### src/rtl/lfsr_prng_sampler_pkg.sv
// Shared constants, FSM state type and LFSR step function for the PRNG sampler.
package prng_pkg;

    localparam int unsigned DEF_WIDTH = 16;
    localparam logic [15:0] DEF_TAPS  = 16'hB400;
    localparam logic [15:0] DEF_SEED  = 16'hACE1;

    typedef logic [0:0] state_t;
    localparam state_t S_STOP = 1'b0;
    localparam state_t S_RUN  = 1'b1;

    // Galois step on a zero-extended state; callers truncate back to their width.
    function automatic logic [63:0] lfsr_next(input logic [63:0] state, input logic [63:0] taps);
        return state[0] ? ((state >> 1) ^ taps) : (state >> 1);
    endfunction

endpackage

### src/rtl/lfsr_prng_sampler_if.sv
// Control/sample bundle between the PRNG sampler and its driver (panel logic / display).
interface lfsr_prng_sampler_if import prng_pkg::*; #(
    parameter int unsigned WIDTH = DEF_WIDTH
);
    logic             run;
    logic             step_btn;
    logic             seed_load;
    logic [WIDTH-1:0] seed_in;
    logic [3:0]       binary_data;
    logic             sample_valid;
    logic [WIDTH-1:0] lfsr_state;
    logic             seed_rejected;

    modport master (
        output run, step_btn, seed_load, seed_in,
        input  binary_data, sample_valid, lfsr_state, seed_rejected
    );

    modport slave (
        input  run, step_btn, seed_load, seed_in,
        output binary_data, sample_valid, lfsr_state, seed_rejected
    );
endinterface

### src/rtl/lfsr_prng_sampler_btn_sync_edge.sv
// Two-flop synchroniser for an asynchronous push-button followed by a rising-edge pulse.
module btn_sync_edge (
    input  logic clock_10Mhz,
    input  logic reset_n,
    input  logic btn,
    output logic btn_pulse
);
    logic sync_1;
    logic sync_2;
    logic sync_prev;

    always_ff @(posedge clock_10Mhz) begin
        if (!reset_n) begin
            sync_1    <= 1'b0;
            sync_2    <= 1'b0;
            sync_prev <= 1'b0;
        end else begin
            sync_1    <= btn;
            sync_2    <= sync_1;
            sync_prev <= sync_2;
        end
    end

    assign btn_pulse = sync_2 & ~sync_prev;
endmodule

### src/rtl/lfsr_prng_sampler.sv
// Galois-LFSR random nibble source: free-run at a divided tick or single-step per button press.
module lfsr_prng_sampler import prng_pkg::*; #(
    parameter int unsigned      WIDTH    = DEF_WIDTH,
    parameter logic [WIDTH-1:0] TAPS     = WIDTH'(DEF_TAPS),
    parameter logic [WIDTH-1:0] SEED     = WIDTH'(DEF_SEED),
    parameter int unsigned      TICK_DIV = 10_000_000
) (
    input  logic               clock_10Mhz,
    input  logic               reset_n,
    lfsr_prng_sampler_if.slave bus
);
    localparam int unsigned   CW        = $clog2(TICK_DIV);
    localparam logic [CW-1:0] TICK_LAST = CW'(TICK_DIV - 1);

    state_t           state;
    logic [CW-1:0]    tick;
    logic [WIDTH-1:0] lfsr;
    logic [WIDTH-1:0] lfsr_nxt;
    logic [WIDTH-1:0] seed_val;
    logic [3:0]       data;
    logic             valid;
    logic             rejected;
    logic             step_pulse;
    logic             tick_done;
    logic             seed_zero;
    logic             advance;

    btn_sync_edge u_step (
        .clock_10Mhz (clock_10Mhz),
        .reset_n     (reset_n),
        .btn         (bus.step_btn),
        .btn_pulse   (step_pulse)
    );

    always_comb begin
        lfsr_nxt  = WIDTH'(lfsr_next(64'(lfsr), 64'(TAPS)));
        seed_zero = (bus.seed_in == '0);
        seed_val  = seed_zero ? SEED : bus.seed_in;
        tick_done = (tick == TICK_LAST);
        // A step edge arriving while running is simply never acted on.
        advance   = (state == S_RUN) ? (bus.run && tick_done) : step_pulse;
    end

    always_ff @(posedge clock_10Mhz) begin
        if (!reset_n) begin
            state    <= S_STOP;
            tick     <= '0;
            lfsr     <= SEED;
            data     <= SEED[3:0];
            valid    <= 1'b0;
            rejected <= 1'b0;
        end else begin
            valid    <= 1'b0;
            rejected <= 1'b0;

            if (state == S_STOP) begin
                tick <= '0;
                if (bus.run) state <= S_RUN;
            end else if (!bus.run) begin
                state <= S_STOP;
                tick  <= '0;
            end else if (tick_done) begin
                tick <= '0;
            end else begin
                tick <= tick + 1'b1;
            end

            // Seed load wins over a coincident advance, which is dropped.
            if (bus.seed_load) begin
                tick     <= '0;
                lfsr     <= seed_val;
                data     <= seed_val[3:0];
                valid    <= 1'b1;
                rejected <= seed_zero;
            end else if (advance) begin
                lfsr  <= lfsr_nxt;
                data  <= lfsr_nxt[3:0];
                valid <= 1'b1;
            end
        end
    end

    assign bus.binary_data   = data;
    assign bus.sample_valid  = valid;
    assign bus.lfsr_state    = lfsr;
    assign bus.seed_rejected = rejected;

    a_nonzero_state: assert property (@(posedge clock_10Mhz) reset_n |-> (lfsr != '0));
endmodule

### src/flat_wrapper.sv
// flat-port wrapper written by rule: the top's interface ports become plain ports
module lfsr_prng_sampler_flat import prng_pkg::*;
#(
    parameter int unsigned      WIDTH    = DEF_WIDTH,
    parameter logic [WIDTH-1:0] TAPS     = WIDTH'(DEF_TAPS),
    parameter logic [WIDTH-1:0] SEED     = WIDTH'(DEF_SEED),
    parameter int unsigned      TICK_DIV = 10_000_000
)
  (clock_10Mhz, reset_n, bus_run, bus_step_btn, bus_seed_load, bus_seed_in, bus_binary_data, bus_sample_valid, bus_lfsr_state, bus_seed_rejected);
  lfsr_prng_sampler_if #(.WIDTH(WIDTH)) bus_i ();
  input  logic clock_10Mhz;
  input  logic reset_n;
  input wire logic [$bits(bus_i.run)-1:0] bus_run;
  input wire logic [$bits(bus_i.step_btn)-1:0] bus_step_btn;
  input wire logic [$bits(bus_i.seed_load)-1:0] bus_seed_load;
  input wire logic [$bits(bus_i.seed_in)-1:0] bus_seed_in;
  output wire logic [$bits(bus_i.binary_data)-1:0] bus_binary_data;
  output wire logic [$bits(bus_i.sample_valid)-1:0] bus_sample_valid;
  output wire logic [$bits(bus_i.lfsr_state)-1:0] bus_lfsr_state;
  output wire logic [$bits(bus_i.seed_rejected)-1:0] bus_seed_rejected;
  assign bus_i.run = bus_run;
  assign bus_i.step_btn = bus_step_btn;
  assign bus_i.seed_load = bus_seed_load;
  assign bus_i.seed_in = bus_seed_in;
  assign bus_binary_data = bus_i.binary_data;
  assign bus_sample_valid = bus_i.sample_valid;
  assign bus_lfsr_state = bus_i.lfsr_state;
  assign bus_seed_rejected = bus_i.seed_rejected;
  lfsr_prng_sampler #(.WIDTH(WIDTH), .TAPS(TAPS), .SEED(SEED), .TICK_DIV(TICK_DIV)) u_core (.clock_10Mhz(clock_10Mhz), .reset_n(reset_n), .bus(bus_i));
endmodule
### config.mk
export PLATFORM = sky130hd
export DESIGN_NAME = lfsr_prng_sampler_flat
export DESIGN_NICKNAME = d
export VERILOG_FILES = /design/src/rtl/lfsr_prng_sampler_pkg.sv /design/src/rtl/lfsr_prng_sampler_if.sv /design/src/rtl/lfsr_prng_sampler_btn_sync_edge.sv /design/src/rtl/lfsr_prng_sampler.sv /design/src/flat_wrapper.sv
export SDC_FILE = /design/constraint.sdc
export NUM_CORES = 1
export LEC_CHECK = 0
export ABC_AREA = 1
export BUFFER_PORTS_ARGS = -buffer_cell sky130_fd_sc_hd__clkbuf_2
export CAP_MARGIN = 15
export CORE_MARGIN = 3
export CORE_UTILIZATION = 49
export CTS_BUF_LIST = sky130_fd_sc_hd__clkbuf_2 sky130_fd_sc_hd__clkbuf_4 sky130_fd_sc_hd__clkbuf_8
export DETAILED_ROUTE_END_ITERATION = 10
export GPL_TIMING_DRIVEN = 0
export PLACE_DENSITY = 0.71
export SLEW_MARGIN = 25
export SYNTH_ARGS = -nofsm -noshare
export SYNTH_HDL_FRONTEND = slang
export SYNTH_SLANG_ARGS = --single-unit
### constraint.sdc
create_clock -name clock_10Mhz -period 3.3 [get_ports clock_10Mhz]
set_input_delay 0.165 -clock clock_10Mhz [delete_from_list [all_inputs] [get_ports clock_10Mhz]]
set_output_delay 0.165 -clock clock_10Mhz [all_outputs]
set_load 0.03 [all_outputs]
==> out/summary.txt <==
Mean Syn Cell Area = 6.79 sq um
Setup crit end kind = flip-flop
TNS Setup = 0 ns
Vias per cell = 4.92
Worst Clk Skew = 0.00531 ns
Total wire length = 5.27 mm
Root buf cell = clkbuf_8
P_leak = 1.17 nW
Crit path DAT = 2.04 ns
Core area = 0.00447 sq mm
Die X = 75.1 microns
Fin. Hold Viols = 0
Routed WL per cell = 11.8 microns
Post-cts sizing count = 0
Register area share after synthesis = 39.3%
Clock Latency Late Sink = 0.30 ns
Yosys top cell by area = dfxtp_1
Slew Limit Fails = 0
FMAX = 539 MHz
Final #Nets = 415
Synth top area share = 39.3%
# IOs = 43
Vias in the first global route = 1862
Routability cong. = 0.966
Sink Count = 46
Slew margin rel. = 63.9%
Slew @ Worst Pin = 0.541 ns
Busiest metal layer after global routing = met1
Synth area leaders = dfxtp_1 39%, nor2_1 13%, nand2_1 13%, nand3_1 6.2%, inv_1 4.5%
Largest net degree at the start of global routing = 15
Critical path class = reg -> reg
Final HPWL DP = 3.98 mm
Clk pin slew, worst setup/hold paths = 0.08 ns
Worst Path Max Fanout = 10
Global Route met1 Usage = 29.7%
Synthesized cell area = 0.00234 sq mm
RSZ-0062 raised after global routing = no
Final Util = 60.5%
CTS buffer count = 5
Peak VDD IR = 0.249 mV
R2R Setup Slk = 1.44 ns
Synth warn = 0
# Max-Cap Violations = 0
Clock Path Buffers = 2
I/O Buffers = 41
Antenna violations before repair = 0
Yosys reg bits = 46
Hold WS = 0.0440 ns
Die Y = 75.1 microns
M2 GR Usage = 26.4%
Die area = 0.00564 sq mm
ANT nets after route = 0
Ant. Diodes = 0
Global-route wire length before repair = 8.41 mm
Crit start category = flip-flop
Final setup fails = 0
Crit share post-route = 56.3%
Initial DRC count = 158
Fin crit period = 1.86 ns
Via Count = 2194
Power per standard cell area = 415 mW/mm^2
Syn nets = 367
Post-CTS Hold Buffers = 0
CTS tree = built
WP data required = 3.49 ns
Met3 Use GR = 4.54%
Min-Delay Path Class = in -> reg
Cells after synthesis = 345
Unique masters post-synth = 25
DR DRC count = 0
Row count = 24
Setup Buffers After CTS = 0
Status = complete, no violations
H-Tree Depth = 2
Starting Density = 52.3%
GRT Util Overall = 19.3%
Area Overhead vs Synth = 15.6%
Layout cells sized above 1 = 17.0%
Grt ovf = 0
Drt first pass iters = 4
-- per-layer routing --
layer  wire length (microns)  vias to the layer above
met4                      32                        0
met1                    2630                      960
li1                        -                     1174
met3                     334                        4
met2                    2270                       56
met5                       0                        -
-- sequential cells by signal, summed over array words and instances, names as in the netlist --
signal	flops
u_core.tick	24
u_core.bus.lfsr_state	13
u_core.bus.binary_data	3
u_core.bus.sample_valid	1
u_core.bus.seed_rejected	1
u_core.state	1
u_core.u_step.sync_1	1
u_core.u_step.sync_2	1
u_core.u_step.sync_prev	1
-- synthesized netlist by cell type --
cell type  instances
buf_1              1
buf_4              4
nor2_4             1
o21ai_0            7
xor2_1            12
o31ai_1            1
buf_2              8
buf_6              2
nand2_2            1
xnor2_1            5
inv_1             28
nand4_1            8
a22oi_1            2
nand3_1           29
mux2i_1            7
clkbuf_1           2
nand2_1           80
ha_1               1
nor3_1             4
nor2_1            81
dfxtp_1           46
or2_2              1
inv_2              1
a21oi_1            9
nand3b_1           4
-- cell families after synthesis --
kind of cell,after synthesis,synth area share [%]
simple gates,209,37.3
compound gates,19,4.38
flops,46,39.3
buf+inv,46,9.09
mux,7,2.99
xor+xnor,17,6.36
fa+ha+maj,1,0.534
-- critical path, cell delays in order (launching register included) --
cell,delay (ns)
dfxtp_1,0.41
ha_1,0.21
nand3_1,0.23
nor2_1,0.20
nand3_1,0.09
nand4_1,0.24
buf_2,0.29
a21oi_1,0.07
-- final timing paths --
| check | endpoint | start | cells past startpoint |
|---|---|---|---|
| worst max-delay path | u_core.tick[6] | u_core.tick[0] | 7 |
| worst max register to register | u_core.tick[6] | u_core.tick[0] | 7 |
| worst min-delay path | u_core.u_step.sync_1 | bus_step_btn | 3 |
| worst min register to register | u_core.u_step.sync_2 | u_core.u_step.sync_1 | 2 |
-- placed cells by master, fill, tap and decap left out, drive strengths merged, types with 2 or more instances in the layout --
master  netlist  routed
nor2         82      82
a21oi         9       9
nor3          4       4
nand2        81      81
a22oi         2       2
dfxtp        46      46
buf          15      15
nand4         8       8
clkbuf        2      49
nand3        29      29
xnor2         5       5
inv          29      29
o21ai         7       7
nand3b        4       4
xor2         12      12
mux2i         7       7
-- report_power, final --
part / total, mW / switching [mW] / internal (mW)
Clock: 0.363 / 0.194 / 0.169
Sequential: 0.590 / 0.0152 / 0.575
Combinational: 0.170 / 0.107 / 0.0622
-- final cells by class --
class / instances / area (sq um)
clock buffer: 6 / 82.6
inverter: 29 / 109
fill: 422 / 1770
buffer: 17 / 104
sequential: 46 / 921
timing repair buffer: 41 / 205
tap: 52 / 65.1
clock inverter: 2 / 12.5
multi-input combinational: 253 / 1210
-- through the flow --
stage	total power, mW	instances	worst slack [ns]	instance area, sq um
after global placement	0.771	438	1.50	2610
after detailed placement	0.773	438	1.47	2610
after CTS	1.13	446	1.46	2710
final	1.12	446	1.44	2710
after floorplan	0.720	345	1.83	2340
after global routing	1.17	446	1.30	2710
(Power assumes the default switching activity.)
